[src/rtl/serial_adder_pkg.sv]
// Shared definitions for the bit-serial adder: state encoding, default width
// and the counter-width helper.
package serial_adder_pkg;

  localparam logic [1:0] S_IDLE = 2'b00;
  localparam logic [1:0] S_RUN  = 2'b01;
  localparam logic [1:0] S_DONE = 2'b10;

  localparam int unsigned DEFAULT_WIDTH = 8;

  // Bit counter width: max(1, ceil(log2(w))).
  function automatic int unsigned cnt_width(input int unsigned w);
    return (w <= 2) ? 1 : $clog2(w);
  endfunction

endpackage

[src/rtl/serial_adder_lab001.sv]
// lab001: the existing 1-bit full adder cell reused by the serial adder.
module lab001 (
  input  logic A,
  input  logic B,
  input  logic Ci,
  output logic S,
  output logic Co
);

  assign S  = A ^ B ^ Ci;
  assign Co = (A & B) | (Ci & (A ^ B));

endmodule

[src/rtl/serial_adder.sv]
// Bit-serial WIDTH-bit adder: feeds one operand bit per clock (LSB first) into
// the lab001 cell, with the carry held in a flip-flop between steps.
module serial_adder
  import serial_adder_pkg::*;
#(
  parameter int unsigned WIDTH = DEFAULT_WIDTH
) (
  input  logic             clk,
  input  logic             rst_n,
  input  logic             start,
  input  logic [WIDTH-1:0] a,
  input  logic [WIDTH-1:0] b,
  input  logic             ci,
  output logic             busy,
  output logic             done,
  output logic [WIDTH-1:0] sum,
  output logic             co
);

  localparam int unsigned         CNT_W    = cnt_width(WIDTH);
  localparam logic [CNT_W-1:0]    LAST_CNT = CNT_W'(WIDTH - 1);

  logic [1:0]       r_state;
  logic [WIDTH-1:0] r_sh_a;
  logic [WIDTH-1:0] r_sh_b;
  logic [WIDTH-1:0] r_sum;
  logic             r_carry;
  logic             r_co;
  logic [CNT_W-1:0] r_cnt;

  logic             w_s;
  logic             w_co;
  logic [WIDTH-1:0] w_sum_next;

  lab001 u_fa (
    .A  (r_sh_a[0]),
    .B  (r_sh_b[0]),
    .Ci (r_carry),
    .S  (w_s),
    .Co (w_co)
  );

  // New sum bit enters at the MSB so the LSB lands at bit 0 after WIDTH steps.
  always_comb begin
    w_sum_next            = r_sum >> 1;
    w_sum_next[WIDTH-1]   = w_s;
  end

  always_ff @(posedge clk or negedge rst_n) begin
    if (!rst_n) begin
      r_state <= S_IDLE;
      r_sh_a  <= '0;
      r_sh_b  <= '0;
      r_sum   <= '0;
      r_carry <= 1'b0;
      r_co    <= 1'b0;
      r_cnt   <= '0;
    end else begin
      case (r_state)
        S_IDLE: begin
          if (start) begin
            r_sh_a  <= a;
            r_sh_b  <= b;
            r_carry <= ci;
            r_cnt   <= '0;
            r_sum   <= '0;
            r_state <= S_RUN;
          end
        end
        S_RUN: begin
          r_sum   <= w_sum_next;
          r_carry <= w_co;
          r_sh_a  <= r_sh_a >> 1;
          r_sh_b  <= r_sh_b >> 1;
          r_cnt   <= r_cnt + CNT_W'(1);
          if (r_cnt == LAST_CNT) begin
            r_co    <= w_co;
            r_state <= S_DONE;
          end
        end
        S_DONE:  r_state <= S_IDLE;
        default: r_state <= S_IDLE;
      endcase
    end
  end

  assign busy = (r_state == S_RUN);
  assign done = (r_state == S_DONE);
  assign sum  = r_sum;
  assign co   = r_co;

endmodule

[config.mk]
export PLATFORM = sky130hd
export DESIGN_NAME = serial_adder
export DESIGN_NICKNAME = d
export VERILOG_FILES = /design/src/rtl/serial_adder_pkg.sv /design/src/rtl/serial_adder_lab001.sv /design/src/rtl/serial_adder.sv
export SDC_FILE = /design/constraint.sdc
export NUM_CORES = 1
export LEC_CHECK = 0
export BUFFER_PORTS_ARGS = -buffer_cell sky130_fd_sc_hd__buf_2
export CORE_MARGIN = 4
export CORE_UTILIZATION = 30
export CTS_BUF_LIST = sky130_fd_sc_hd__clkbuf_2
export CTS_CLUSTER_SIZE = 40
export DETAILED_ROUTE_END_ITERATION = 10
export HOLD_SLACK_MARGIN = 0.08
export MAX_ROUTING_LAYER = met4
export PLACE_DENSITY = 0.59
export RECOVER_POWER = 25
export SETUP_SLACK_MARGIN = 0.15
export SLEW_MARGIN = 25
export SYNTH_ARGS = -nofsm -noshare
export SYNTH_HDL_FRONTEND = slang
export SYNTH_SLANG_ARGS = --single-unit
[constraint.sdc]
create_clock -name clk -period 4.21 [get_ports clk]
set_clock_uncertainty 0.2 [all_clocks]
set_input_delay 0.421 -clock clk [delete_from_list [all_inputs] [get_ports clk]]
set_output_delay 0.421 -clock clk [all_outputs]
set_load 0.005 [all_outputs]
==> results of run 1 <==
==> cells by family (layout without fill, tap and decap cells) <==
kind of cell / Yosys count / after routing / synth area share, %
AND/OR/NAND/NOR: 34 / 34 / 18.0
adder cells (fa/ha/maj): 3 / 3 / 2.89
AO/OA/AOI/OAI: 29 / 29 / 18.1
multiplexers: 2 / 2 / 1.36
buffers and inverters: 32 / 57 / 9.86
flip-flops: 31 / 31 / 49.7
==> area by class of cell <==
cell class	count	share of cell area (%)
inverters	19	4.06
clock inverters	2	0.499
multi-input cells	68	35.9
clock buffers	5	1.42
flip-flops and latches	31	44.3
repair buffers	31	9.05
well taps	67	4.77
==> worst register-to-register path: stages (launching register included) <==
cell and delay (ns):
dfrtp_2 0.64, o21bai_4 0.72, mux2_2 0.30
==> per-stage QoR <==
step                      area (sq um)  util [%]
final                             1760      36.0
after global routing              1760      36.0
after CTS                         1760      36.0
after detailed placement          1710      35.1
after global placement            1710      35.1
after floorplan                   1560         -
==> state kept, by name (all words and copies together) (netlist names) <==
register  cells
r_cnt         3
sum           8
r_sh_b        8
co            1
r_state       2
r_carry       1
r_sh_a        8
==> repair_timing <==
action	in CTS	in global routing
hold buffers	1	0
hold endpoints to repair	31	0
endpoints found under the setup margin	0	0
==> layer usage <==
metal,part of all wire (%),vias up,global-route usage [%]
met2,43,31,16.0
met3,6.6,5,3.70
met4,1.3,0,4.05
met5,0,-,-
li1,-,524,-
met1,49,537,14.6
==> synth_stat cells, types with 2 or more instances <==
library cell  count
dfrtp_1          31
inv_1            19
nor4b_1          15
nor3b_1          13
a22o_1           10
a211oi_2          8
a211oi_1          5
buf_2             5
buf_4             3
a221oi_1          2
buf_6             2
clkbuf_1          2
ha_1              2
==> path summary, 6_finish.rpt <==
path | startpoint | to | slack [ns] | depth (start not counted)
setup / recovery | r_state[0] | busy | 1.85 | 2
max in group asynchronous | rst_n | r_state[0] | 1.95 | 2
min in group asynchronous | rst_n | sum[5] | 0.80 | 2
hold reg to reg | r_sh_a[7] | r_sh_a[7] | 0.31 | 2
hold / removal | a[7] | r_sh_a[7] | 0.20 | 3
setup reg to reg | r_state[0] | r_cnt[0] | 2.30 | 2
==> power groups by stage <==
stage	Clock, uW	Combinational [uW]	Sequential [uW]
floorplan	0	410	498
global placement	0	448	551
detailed placement	0	468	557
CTS	140	468	551
global route	153	517	572
finish	135	457	552
==> metrics.csv, run 1 <==
stage,metric,value,unit
status,status,finished with violations,
status,violated checks,"capacitance limit, slew limit",
layout,Layout area overhead,12.6,%
global_route,vias in the first global route,1146,
critical_path,Crit path largest cell delay,0.75,ns
clocking,Post-CTS Setup Inserts,0,
layout,Final #Nets,179,
sta,"Slew Viols, Final",32,
global_route,first-pass GRT wire length,5.41,mm
clocking,post-cts resize count,0,
sta,fin crit share,56.0,%
sta,RSZ-0062 raised after global routing,false,
critical_path,CP Buf/Inv Count,1,
critical_path,CP max FO,36,
critical_path,Slowest cell on crit path,dfrtp_2,
floorplanning,Die Wd,80.1,um
clocking,CTS Buffer Depth,2,
placement,dpl hpwl,2.16,mm
sta,hold_ws,0.196,ns
critical_path,Critical Path End Type,output port,
synthesis,Mapped Cells,131,
power_and_ir_drop,Tot Pwr,1140,uW
layout,ant diodes,0,
floorplanning,Die Y,80.1,um
placement,PortBufs,30,
synthesis,Post-synth EDFFs,0,
synthesis,post-synthesis sequential area ratio,49.7,%
synthesis,Synth top area share,49.7,%
critical_path,CP top delay family,flip-flops,
power_and_ir_drop,P_sw,438,uW
layout,fillcell total,505,
flow_run,Max Cap Viol,1,
placement,# placed instances,215,
drt,# DRC,0,
sta,Final WS setup,1.85,ns
drt,WL/cell,14.3,um
layout,Reg area,778,sq um
power_and_ir_drop,cell-internal power,706,uW
floorplanning,row count,25,
global_route,gr ovfl total,0,
drt,final wirelength,3.20,mm
layout,layout cell share with drive strength beyond 1,30.8,%
synthesis,Synth Register Bits,31,
min_path,worst hold path type,primary input to flip-flop,
clocking,H-tree levels,2,
drt,DRT Pass-1 Iters,4,
drt,Initial DRC Count,49,
clocking,CTS Buf Count,5,
power_and_ir_drop,Power Density,651,nW/um^2
power_and_ir_drop,power share of the combinational group,40.0,%
floorplanning,Die Area,6420,sq um
synthesis,Synth area leader,dfrtp_1,
sta,Hold Fails Final Rpt,0,
global_route,largest net degree at the start of global routing,37,
power_and_ir_drop,maximum VDD drop,202,uV
floorplanning,initial core utilization,32.0,%
drt,Vias,1097,
synthesis,Post-synth top flop,dfrtp_1,
synthesis,syn_area_per_cell,11.9,sq um
synthesis,Netlist cell types,27,
synthesis,Mapped Nets,154,
global_route,Total GRT Usage,11.1,%
power_and_ir_drop,static leakage,0.000809,uW
placement,dpl ws,1.95,ns
power_and_ir_drop,switch share,38.3,%
critical_path,CP cell instances,"nor2b_4, buf_2",
critical_path,CP startpoint kind,flip-flop,
sta,fin crit period,2.36,ns
sta,maximum clock rate,0.424,GHz
clocking,clock sinks,31,
drt,via/cell ratio,4.92,
synthesis,ys async rst share,100,%
synthesis,largest cells by area after synthesis,"dfrtp_1, nor4b_1, a211oi_2",
synthesis,Mapped Area,1560,sq um
sta,setup TNS,0,ns
sta,Worst-Margin Slew,1.66,ns
sta,max_slew headroom,-10.3,%
sta,Final setup viols,0,
layout,most frequent cells in the layout,"dfrtp_1, buf_2, inv_1, nor4b_1, nor3b_1",
clocking,clock latency on the worst-skew pair,0.36,ns
floorplanning,number of top-level pins,31,
placement,RePlAce Congestion,0.759,
clocking,"CTS clk-pin slew, worst paths",0.16,ns
clocking,TritonCTS clock tree,yes,
layout,multi-input combinational cell area,631,sq um
power_and_ir_drop,clock share of power,11.8,%
floorplanning,core area,4880,sq um
global_route,initial antenna violation count,0,
critical_path,CP arrival,1.74,ns
power_and_ir_drop,Seq pwr share,48.2,%
clocking,Root Driver,clkbuf_2,
critical_path,"Worst Path Class, Setup",flip-flop to output port,
layout,Final Non-Filler Cells,223,
synthesis,Ys Warns,0,
critical_path,Required @ worst endpoint,3.59,ns
drt,Post-DRT Antenna Nets,0,
No activity file was read; power rests on OpenSTA's default activity.
==> run 2, diff against run 1 <==
PLACE_DENSITY = 0.6   (was 0.59)
clock period = 2.05 ns   (was 4.21 ns; I/O delays follow)
==> metrics.csv, run 2 (synthesized netlist as in run 1, its figures left out) <==
stage,metric,value,unit
critical_path,RR Startpoint,r_state[0],
sta,fin crit share,86.8,%
critical_path,CP startpoint kind,flip-flop,
clocking,clock latency on the worst-skew pair,0.38,ns
placement,# placed instances,218,
sta,Worst-Margin Slew,0.797,ns
drt,Post-DRT Antenna Nets,0,
flow_run,Max Cap Viol,0,
floorplanning,row count,25,
critical_path,CP max FO,15,
floorplanning,Die Wd,80.1,um
placement,dpl hpwl,2.23,mm
global_route,Total GRT Usage,12.6,%
power_and_ir_drop,Tot Pwr,2600,uW
global_route,vias in the first global route,1220,
clocking,Root Driver,clkbuf_2,
sta,RSZ-0062 raised after global routing,false,
layout,ant diodes,0,
floorplanning,number of top-level pins,31,
floorplanning,core area,4880,sq um
layout,"commonest non-fill, non-tap cell in the layout",dfrtp_1,
layout,most frequent cells in the layout,"dfrtp_1, buf_2, inv_1, dlygate4sd3_1, nor4b_1",
clocking,TritonCTS clock tree,yes,
global_route,gr ovfl total,0,
critical_path,Required @ worst endpoint,1.64,ns
placement,PortBufs,30,
critical_path,Critical Path End Type,output port,
global_route,first-pass GRT wire length,6.02,mm
sta,"Slew Viols, Final",0,
drt,final wirelength,3.57,mm
sta,Final setup viols,0,
layout,Layout Utilization,41.4,%
sta,max_slew headroom,46.9,%
global_route,largest net degree at the start of global routing,32,
critical_path,R2R Setup Slk,0.43,ns
drt,DRT Pass-1 Iters,4,
floorplanning,Die Y,80.1,um
floorplanning,Die Area,6420,sq um
clocking,CTS Buffer Depth,2,
layout,Final Non-Filler Cells,247,
placement,dpl ws,0.312,ns
sta,Final WS setup,0.271,ns
clocking,clock sinks,31,
critical_path,CP arrival,1.37,ns
floorplanning,initial core utilization,32.0,%
status,status,completed,
drt,Vias,1203,
min_path,worst hold path type,primary input to async pin,
sta,fin crit period,1.78,ns
drt,Initial DRC Count,57,
sta,setup TNS,0,ns
clocking,H-tree levels,2,
layout,Final #Nets,202,
power_and_ir_drop,static leakage,0.000932,uW
sta,maximum clock rate,0.562,GHz
critical_path,Critical path origin,r_state[0],
layout,layout cell share with drive strength beyond 1,30.0,%
drt,via/cell ratio,4.87,
power_and_ir_drop,Power Density,1280,nW/um^2
sta,Hold Fails Final Rpt,0,
drt,WL/cell,14.4,um
clocking,"CTS clk-pin slew, worst paths",0.17,ns
clocking,CTS Buf Count,5,
power_and_ir_drop,maximum VDD drop,601,uV
global_route,initial antenna violation count,0,
critical_path,"Worst Path Class, Setup",flip-flop to output port,
layout,fillcell total,499,
drt,# DRC,0,
layout,Layout area overhead,29.5,%
placement,RePlAce Congestion,0.732,
==> run 2: worst paths after layout <==
kind,to,depth (start not counted)
min,sum[7],2
max in group asynchronous,r_state[1],2
max,busy,3
max reg2reg,r_sh_a[1],4
min reg2reg,r_sh_b[7],1
min in group clk,r_sh_b[7],1
==> run 2: repair_timing <==
item / CTS / global route
cloned: 0 / 1
endpoints found under the hold margin: 48 / 0
setup buffers: 1 / 0
hold buffers: 19 / 0
pin swaps: 0 / 1
resized for setup: 0 / 1
endpoints found under the setup margin: 1 / 2
==> run 2: report_power, final <==
| group | internal (uW) | switching [uW] |
|---|---|---|
| Combinational | 566 | 547 |
| Sequential | 886 | 177 |
| Clock | 201 | 220 |
| Total | 1650 | 944 |
==> run 2: layout make-up <==
type                    count  area (sq um)  share of cell area [%]
well taps                  67          83.8                    4.15
clock inverters             3          38.8                    1.92
repair buffers             53           383                    18.9
clock buffers               5          25.0                    1.24
flip-flops and latches     31           777                    38.5
inverters                  19          71.3                    3.53
multi-input cells          69           642                    31.8
==> run 2: through the flow <==
step           instance area (sq um)  hold slack [ns]
2_1_floorplan                   1560           -0.291
3_3_place_gp                    1750           0.0781
3_5_place_dp                    1750           0.0995
4_1_cts                         2010            0.208
5_1_grt                         2020            0.278
6_report                        2020            0.231
==> run 2: metal layers <==
metal / global-route usage [%] / share of wire [%] / wire (um)
met5: - / 0 / 0
met4: 5.07 / 1.7 / 61
met3: 3.03 / 4.6 / 163
met2: 18.9 / 44 / 1560
met1: 16.5 / 50 / 1790
==> run 2: critical path, stage by stage, from the launching register on <==
cell and delay (ns):
dfrtp_1 0.47, buf_4 0.23, nor2b_4 0.18, buf_2 0.12
